--- src/rtl/mult_share_arb.sv ---
// mult_share_arb: shares one fully pipelined multiplier among NUM_REQ requesters.
// A round-robin arbiter issues at most one operand pair per cycle. An in-order
// tag FIFO sends each product back to the requester that issued it. Per-requester
// credit counters bound the number of in-flight operations. The block also drives
// the multiplier's active-low reset, so the pipeline flushes with the controller.
//
// Ports
//   clk, rst             clock, synchronous active-high reset
//   req_valid/a/b        per-requester operand pairs (flattened slices)
//   req_ready            combinational one-hot grant
//   rsp_valid/rsp_data   registered one-cycle product pulse to the owning requester
//   mul_rst_n            registered ~rst to the multiplier
//   mul_rdy/mul_a/mul_b  registered multiplier issue strobe and operands
//   mul_dout/mul_valid   multiplier product return
//   busy                 registered tag FIFO non-empty
//   err                  sticky: product returned with no tag outstanding
module mult_share_arb #(
  parameter int unsigned MULTLEN_1  = 8,
  parameter int unsigned MULTLEN_2  = 8,
  parameter int unsigned NUM_REQ    = 4,
  parameter int unsigned MAX_OUT    = 4,
  parameter int unsigned FIFO_DEPTH = 16
) (
  input  logic                             clk,
  input  logic                             rst,
  input  logic [NUM_REQ-1:0]               req_valid,
  input  logic [NUM_REQ*MULTLEN_1-1:0]     req_a,
  input  logic [NUM_REQ*MULTLEN_2-1:0]     req_b,
  output logic [NUM_REQ-1:0]               req_ready,
  output logic [NUM_REQ-1:0]               rsp_valid,
  output logic [MULTLEN_1+MULTLEN_2-1:0]   rsp_data,
  output logic                             mul_rst_n,
  output logic                             mul_rdy,
  output logic [MULTLEN_1-1:0]             mul_a,
  output logic [MULTLEN_2-1:0]             mul_b,
  input  logic [MULTLEN_1+MULTLEN_2-1:0]   mul_dout,
  input  logic                             mul_valid,
  output logic                             busy,
  output logic                             err
);

  localparam int unsigned PROD_W = MULTLEN_1 + MULTLEN_2;
  localparam int unsigned IDX_W  = (NUM_REQ > 1) ? $clog2(NUM_REQ) : 1;
  localparam int unsigned CNT_W  = $clog2(MAX_OUT + 1);
  localparam int unsigned AW     = (FIFO_DEPTH > 1) ? $clog2(FIFO_DEPTH) : 1;
  localparam int unsigned OCC_W  = AW + 1;

  // Registered state
  logic [IDX_W-1:0]     ptr_q, ptr_d;
  logic [CNT_W-1:0]     cnt_q [NUM_REQ];
  logic [CNT_W-1:0]     cnt_d [NUM_REQ];
  logic [AW-1:0]        wr_ptr_q, wr_ptr_d;
  logic [AW-1:0]        rd_ptr_q, rd_ptr_d;
  logic [OCC_W-1:0]     occ_q, occ_d;
  logic [IDX_W-1:0]     tag_mem [FIFO_DEPTH];
  logic                 mul_rdy_q, mul_rdy_d;
  logic [MULTLEN_1-1:0] mul_a_q, mul_a_d;
  logic [MULTLEN_2-1:0] mul_b_q, mul_b_d;
  logic [NUM_REQ-1:0]   rsp_valid_q, rsp_valid_d;
  logic [PROD_W-1:0]    rsp_data_q, rsp_data_d;
  logic                 busy_q, busy_d;
  logic                 err_q, err_d;
  logic                 mul_rst_n_q;

  // Combinational control
  logic                 fifo_full_c;
  logic                 fifo_empty_c;
  logic [NUM_REQ-1:0]   elig_c;
  logic [NUM_REQ-1:0]   grant_c;
  logic [IDX_W-1:0]     gnt_idx_c;
  logic                 gnt_any_c;
  logic                 push_c;
  logic                 pop_c;
  logic [IDX_W-1:0]     pop_tag_c;

  assign fifo_full_c  = (occ_q == OCC_W'(FIFO_DEPTH));
  assign fifo_empty_c = (occ_q == '0);
  assign pop_tag_c    = tag_mem[rd_ptr_q];

  // A requester may be granted only with a free credit and a free FIFO slot
  always_comb begin
    elig_c = '0;
    for (int unsigned i = 0; i < NUM_REQ; i++) begin
      elig_c[i] = req_valid[i] && (cnt_q[i] < CNT_W'(MAX_OUT)) && !fifo_full_c && !rst;
    end
  end

  // Round-robin search starting just after the last granted requester
  always_comb begin : arb
    logic [IDX_W-1:0] cand;
    cand      = '0;
    grant_c   = '0;
    gnt_idx_c = '0;
    gnt_any_c = 1'b0;
    for (int unsigned k = 1; k <= NUM_REQ; k++) begin
      cand = IDX_W'((32'(ptr_q) + k) % NUM_REQ);
      if (!gnt_any_c && elig_c[cand]) begin
        gnt_any_c      = 1'b1;
        gnt_idx_c      = cand;
        grant_c[cand]  = 1'b1;
      end
    end
  end

  // A grant is always a handshake: eligibility already includes req_valid
  assign push_c = gnt_any_c;
  // A product with no outstanding tag is dropped and flagged
  assign pop_c  = mul_valid && !fifo_empty_c;

  // Next-state for issue, completion, credits and tag FIFO pointers
  always_comb begin : nxt
    logic inc;
    logic dec;
    inc         = 1'b0;
    dec         = 1'b0;
    ptr_d       = ptr_q;
    mul_rdy_d   = 1'b0;
    mul_a_d     = mul_a_q;
    mul_b_d     = mul_b_q;
    rsp_valid_d = '0;
    rsp_data_d  = rsp_data_q;
    err_d       = err_q || (mul_valid && fifo_empty_c);
    wr_ptr_d    = wr_ptr_q + AW'(push_c);
    rd_ptr_d    = rd_ptr_q + AW'(pop_c);
    occ_d       = occ_q + OCC_W'(push_c) - OCC_W'(pop_c);
    busy_d      = (occ_d != '0);

    if (push_c) begin
      ptr_d     = gnt_idx_c;
      mul_rdy_d = 1'b1;
      mul_a_d   = req_a[32'(gnt_idx_c)*MULTLEN_1 +: MULTLEN_1];
      mul_b_d   = req_b[32'(gnt_idx_c)*MULTLEN_2 +: MULTLEN_2];
    end

    if (pop_c) begin
      rsp_valid_d[pop_tag_c] = 1'b1;
      rsp_data_d             = mul_dout;
    end

    // Simultaneous grant and return for one requester leave its count unchanged
    for (int unsigned i = 0; i < NUM_REQ; i++) begin
      inc      = push_c && (gnt_idx_c == IDX_W'(i));
      dec      = pop_c && (pop_tag_c == IDX_W'(i));
      cnt_d[i] = cnt_q[i] + CNT_W'(inc) - CNT_W'(dec);
    end
  end

  // State and output registers
  always_ff @(posedge clk) begin
    if (rst) begin
      ptr_q       <= IDX_W'(NUM_REQ - 1);
      for (int unsigned i = 0; i < NUM_REQ; i++) begin
        cnt_q[i] <= '0;
      end
      wr_ptr_q    <= '0;
      rd_ptr_q    <= '0;
      occ_q       <= '0;
      mul_rdy_q   <= 1'b0;
      mul_a_q     <= '0;
      mul_b_q     <= '0;
      rsp_valid_q <= '0;
      rsp_data_q  <= '0;
      busy_q      <= 1'b0;
      err_q       <= 1'b0;
      mul_rst_n_q <= 1'b0;
    end else begin
      ptr_q       <= ptr_d;
      for (int unsigned i = 0; i < NUM_REQ; i++) begin
        cnt_q[i] <= cnt_d[i];
      end
      wr_ptr_q    <= wr_ptr_d;
      rd_ptr_q    <= rd_ptr_d;
      occ_q       <= occ_d;
      mul_rdy_q   <= mul_rdy_d;
      mul_a_q     <= mul_a_d;
      mul_b_q     <= mul_b_d;
      rsp_valid_q <= rsp_valid_d;
      rsp_data_q  <= rsp_data_d;
      busy_q      <= busy_d;
      err_q       <= err_d;
      mul_rst_n_q <= 1'b1;
    end
  end

  // Tag storage; contents are meaningless while the occupancy count is zero
  always_ff @(posedge clk) begin
    if (push_c) begin
      tag_mem[wr_ptr_q] <= gnt_idx_c;
    end
  end

  assign req_ready = grant_c;
  assign rsp_valid = rsp_valid_q;
  assign rsp_data  = rsp_data_q;
  assign mul_rst_n = mul_rst_n_q;
  assign mul_rdy   = mul_rdy_q;
  assign mul_a     = mul_a_q;
  assign mul_b     = mul_b_q;
  assign busy      = busy_q;
  assign err       = err_q;

endmodule
--- config.mk ---
export PLATFORM = sky130hd
export DESIGN_NAME = mult_share_arb
export DESIGN_NICKNAME = d
export VERILOG_FILES = /design/src/rtl/mult_share_arb.sv
export SDC_FILE = /design/constraint.sdc
export NUM_CORES = 1
export LEC_CHECK = 0
export CAP_MARGIN = 5
export CORE_ASPECT_RATIO = 0.9
export CORE_MARGIN = 4
export CORE_UTILIZATION = 49
export CTS_CLUSTER_DIAMETER = 100
export DETAILED_ROUTE_END_ITERATION = 7
export PLACE_DENSITY = 0.81
export SYNTH_ARGS = -nofsm -noshare
export SYNTH_HDL_FRONTEND = slang
export SYNTH_SLANG_ARGS = --single-unit
--- constraint.sdc ---
create_clock -name clk -period 4.76 [get_ports clk]
set_clock_uncertainty 0.05 [all_clocks]
set_input_delay 1.19 -clock clk [delete_from_list [all_inputs] [get_ports clk]]
set_output_delay 1.19 -clock clk [all_outputs]
set_load 0.02 [all_outputs]
Word level (Yosys, flattened, before mapping)
Memories as Yosys holds them, arrays and structs flattened. A register that Yosys moved wholly into a read port is not among the register bits.
Cells that the tools add are included.
- add/subtract/negate cells: 16
- order comparisons: 14
- eq/ne operators: 7
- shifts and indexed selects: 2
- mux-type cells: 40
- bitwise gates (word level): 8
- reductions and logical operators: 42
- operator list (operator ; count):
    32-bit by 6-bit variable part select with 8-bit output ; 2
    1-bit logical AND ; 30
    4-bit 2-to-1 mux ; 5
    1-bit 2-to-1 mux ; 18
    2-bit by 3-bit < comparator with 1-bit output (second input constant) ; 5
    3-bit by 1-bit adder with 3-bit output ; 4
    3-bit < comparator (second input constant) ; 4
    3-bit 2-to-1 mux ; 4
    4-bit OR ; 3
    3-bit by 1-bit subtractor with 3-bit output ; 4
    1-bit demux with 2-bit select ; 5
    2-bit by 1-bit greater-or-equal comparator with 1-bit output (second input constant) ; 5
    4-bit by 1-bit adder with 4-bit output ; 2
    1-bit binary-select mux with 2-bit select ; 4
    2-bit == test (second input constant) ; 4
    2-bit 2-to-1 mux ; 4
    1-bit zero test ; 6
    5-bit by 1-bit adder with 5-bit output ; 1
    5-bit == test (second input constant) ; 1
    5-bit zero test ; 1
    5-bit nonzero test ; 1
    5-bit by 1-bit subtractor with 5-bit output ; 1
    2-bit by 1-bit adder with 2-bit output (second input constant) ; 2
    2-bit adder (second input constant) ; 2
    other kinds (6) ; 11
- flip-flop bits (word level): 55
- RAM bits: 44
- memories: 2
- memories (memory ; depth ; bits a word ; rd ports ; clocked after Yosys merged registers in ; wr ports ; line ; source):
    tag_mem ; 16 ; 2 ; 1 ; 1 ; 1 ; 55 ; logic [IDX_W-1:0] tag_mem [FIFO_DEPTH];
    cnt_q ; 4 ; 3 ; 4 ; 0 ; 4 ; 50 ; logic [CNT_W-1:0] cnt_q [NUM_REQ];

Logic depth before layout (Yosys ltp)
- word-level depth: 21
- gate-level depth with buffers: 17
- mapped depth without buffers: 15

Worst setup path before layout
Ideal clock, no wire load.
- kind: input -> register
- from: in req_valid[3]
- to: mem cnt_q[3][2] (netlist bit)
- arrival time: 3.763 ns
- required time: 4.582 ns
- setup slack: 0.820 ns
- cell stages on the path: 10
- path buffers: 0
- cell sequence: nor2b_1 -> mux4_2 -> o221ai_4 -> o21ai_0 -> and2_1 -> ha_1 -> fa_1 -> xnor2_1 -> xnor2_1 -> nor2_1
- RTL lines (what ; line ; source):
    start, declared ; 26 ; input logic [NUM_REQ-1:0] req_valid,
    end, declared ; 50 ;

Worst setup path after layout
- from: in req_valid[3]
- to: out req_ready[2]
- cells in the longest elaborated chain, start to end: 15
- elaborated cells between the ends (all ways): 27
- classes of those cells: mux: 15; bitwise: 3; reduce/logical: 9
- RTL lines (what ; line ; source):
    1-bit logical AND * (3 in series) ; 84 ; elig_c[i] = req_valid[i] && (cnt_q[i] < CNT_W'(MAX_OUT)) && !fifo_full_c && !rst;
    1-bit binary-select mux with 2-bit select ; 97 ; if (!gnt_any_c && elig_c[cand]) begin
    1-bit 2-to-1 mux (not written as such) ; 97 ;
    1-bit 2-to-1 mux ; 97 ;
    1-bit zero test ; 97 ;
    1-bit logical AND ; 97 ;
    1-bit 2-to-1 mux ; 97 ;
    1-bit zero test ; 97 ;
    1-bit logical AND ; 97 ;
    1-bit 2-to-1 mux ; 97 ;
    1-bit zero test ; 97 ;
    1-bit logical AND ; 97 ;
    4-bit 2-to-1 mux * ; 97 ;
    end, declared ; 29 ; output logic [NUM_REQ-1:0] req_ready,
Every way passes the cells marked *; elsewhere a longest branch is shown, timed or not. The select of a mux whose other input is x is not followed.

==> flow_summary.toml <==
[cells_and_area]
final_nets = 743
fillerInstances = 754
diodes = 0
mostFrequentLayoutCells = "clkdlybuf4s50_1 (126), dfxtp_1 (67), nand2_1 (59)"
area_delta_synth_final_pct = 37.3
fin_util_pct = 69.4
final_common_cell = "clkdlybuf4s50_1"
fin_cells = 756
drive_above_1_share_pct = 8.73

[detailed_routing]
highest_layer = "met4"
drc = 0
route.met3.wl_um = 1070
drtPass1Iterations = 4
wl_met1_um = 4870
drt_wl_total_um = 12300
viasPerCell = 5.47
vias = 4137
wl_per_cell_um = 16.3
drt_iter0_markers = 166
dr_wl_met2_um = 6190
drt.antenna.violating_nets = 0

[cts]
cts_sinks = 99
clock_latency_ps = 340
clockBufferDepth = 2
cts_tree = "yes"
clk_pin_slew_ps = 60
h-tree-depth = 3
cts_buffers = 9
cts-root-buf = "clkbuf_16"

[synth]
synthTopCellsByArea = "dfxtp_1 (27%), edfxtp_1 (19%), ha_1 (6.6%)"
synthCells = 487
synthFlopType = "dfxtp_1"
synth-seq-area-share_pct = 46.5
synth_seq_cells = 99
syn_area_um2 = 4950
synth_async_sr_flop_share_pct = 0
synth_edf_count = 32
synth_top_area_cell = "dfxtp_1"
synth.distinct_cells = 40
ys.warnings.count = 0
synth_top_cell_area_share_pct = 27.1
avgSynthCellArea_um2 = 10.2
syn_nets = 605

[outcome]
status = "complete, no violations"

[global_routing]
overflow = 0
antenna_found_initial = 0
grt.total_usage_pct = 21.1
grt_pass1_vias = 4301
grt_pass1_wl_um = 19900
grt_max_degree = 31

[sta]
rsz0062_at_grt = "no"
fin_crit_ps = 4520
max_slew.worst_pin.slew_ps = 864
slew_viol_final = 0
hold_violations = 0
fin_crit_sh_pct = 94.9
fin_ws_ps = 241
slew_headroom_pct = 42.1
max_freq_mhz = 221
setup_violations = 0

[die]
die-area_um2 = 11800
die_w_um = 114
rows = 34
die_h_um = 103
core_um2 = 9780
initial_core_util_pct = 50.6
io_pins = 131

[place]
hpwl_um = 9360
place.gp.congestion = 0.900
dp.cells = 740
dp_slack_ps = -63.8
port_buffers = 130

[power_and_ir_drop]
vdd_ir_drop_max_mv = 0.239
powerDensity_nw_per_um2 = 567
p_total_mw = 3.85
power_leakage_nw = 2.74

[setup_path]
cp.required_ps = 3520
crit_slowest_cell = "mux4_2"
critical_path.startpoint_type = "input pin"
cp_slowest_stage_delay_ps = 580
cp-end-kind = "output pin"
arrival_ps = 3280
crit_type = "in -> out"
critPathMaxFanout = 6
cp_cell_sequence = "clkdlybuf4s50_1 > nor2b_2 > mux4_2 > nor2_2 > a22oi_1 > nor2_1 > a221o_1 > dlygate4sd2_1"

[hold_path]
worstHoldPathType = "reg -> reg"

[run]
cap_violations = 0
==> worst paths after layout <==
kind | from | end | slack, ps | depth (start not counted)
worst max-delay path | req_valid[3] | req_ready[2] | 240 | 8
worst min-delay path | rsp_data[10]$_SDFFE_PP0P_ | rsp_data[10]$_SDFFE_PP0P_ | 410 | 2
worst max register to register | rd_ptr_q[0]$_SDFF_PP0_ | cnt_q[2][2]$_SDFF_PP0_ | 1180 | 12
worst min register to register | rsp_data[10]$_SDFFE_PP0P_ | rsp_data[10]$_SDFFE_PP0P_ | 410 | 2
==> flip-flops by register name (all words and copies together), names as in the netlist, 4 cells and up <==
signal / count
tag_mem: 32
rsp_data: 16
cnt_q: 12
mul_a: 8
mul_b: 8
occ_q: 5
rd_ptr_q: 4
rsp_valid: 4
wr_ptr_q: 4
==> metal layers <==
| layer | GRT usage [%] | vias up |
|---|---|---|
| met5 | 0 | - |
| met4 | 5.94 | 0 |
| met3 | 7.10 | 18 |
| met2 | 38.2 | 165 |
| met1 | 24.1 | 1955 |
| li1 | - | 1999 |
==> power by group <==
| part | switching (mW) | internal [mW] | total, mW |
|---|---|---|---|
| clock network | 0.311 | 0.411 | 0.722 |
| registers | 0.138 | 1.09 | 1.23 |
| logic | 1.01 | 0.882 | 1.90 |
| total | 1.46 | 2.39 | 3.85 |
==> logic make-up (layout without fill, tap and decap cells) <==
group | Yosys count | after routing | share of synthesized area (%)
AND/OR/NAND/NOR | 182 | 182 | 16.9
flip-flops | 99 | 99 | 46.5
AO/OA/AOI/OAI | 75 | 75 | 11.1
buffers and inverters | 51 | 194 | 4.12
adder cells (fa/ha/maj) | 31 | 31 | 8.59
multiplexers | 31 | 31 | 9.30
XOR/XNOR | 18 | 18 | 3.49
==> Yosys cell counts, types with 3 or more instances <==
library cell / n
fa_1: 5
a21o_1: 17
nand2b_1: 8
nor2b_1: 18
nor4_1: 3
o21ai_0: 3
nand2_1: 59
nor3_1: 7
mux4_2: 12
nor2_1: 41
mux2i_1: 19
a221o_1: 4
ha_1: 26
inv_1: 25
nand3_1: 38
dfxtp_1: 67
clkbuf_1: 18
a32oi_1: 16
a21oi_1: 24
xor2_1: 5
edfxtp_1: 32
xnor2_1: 11
a22oi_1: 4
==> timing repair <==
| action | in CTS | in global routing |
|---|---|---|
| resized for setup | 3 | 4 |
| hold buffers | 0 | 0 |
| setup buffers | 0 | 0 |
| pin swaps | 0 | 0 |
| setup endpoints to repair | 4 | 3 |
==> worst max-delay path: cells and delay by family <==
kind	cells	cell delay (ps)
AND/OR/NAND/NOR	3	530
buffers and inverters	2	760
AO/OA/AOI/OAI	2	220
multiplexers	1	580
==> through the flow <==
stage          hold WS, ps  setup TNS, ps  area (µm²)
3_5_place_dp           398           -223        6480
5_1_grt                424              0        6790
6_report               406              0        6790
4_1_cts                408              0        6780
2_1_floorplan          447              0        4950
3_3_place_gp           392              0        6480
==> area by class of cell <==
class	instances	area [µm²]	share of cell area [%]
Clock buffer	9	225	3.31
Clock inverter	7	76.3	1.12
Inverter	27	104	1.53
Multi-Input combinational cell	337	2460	36.3
Sequential cell	99	2300	33.9
Tap cell	126	158	2.32
Timing Repair Buffer	151	1470	21.6
(Power assumes the default switching activity.)
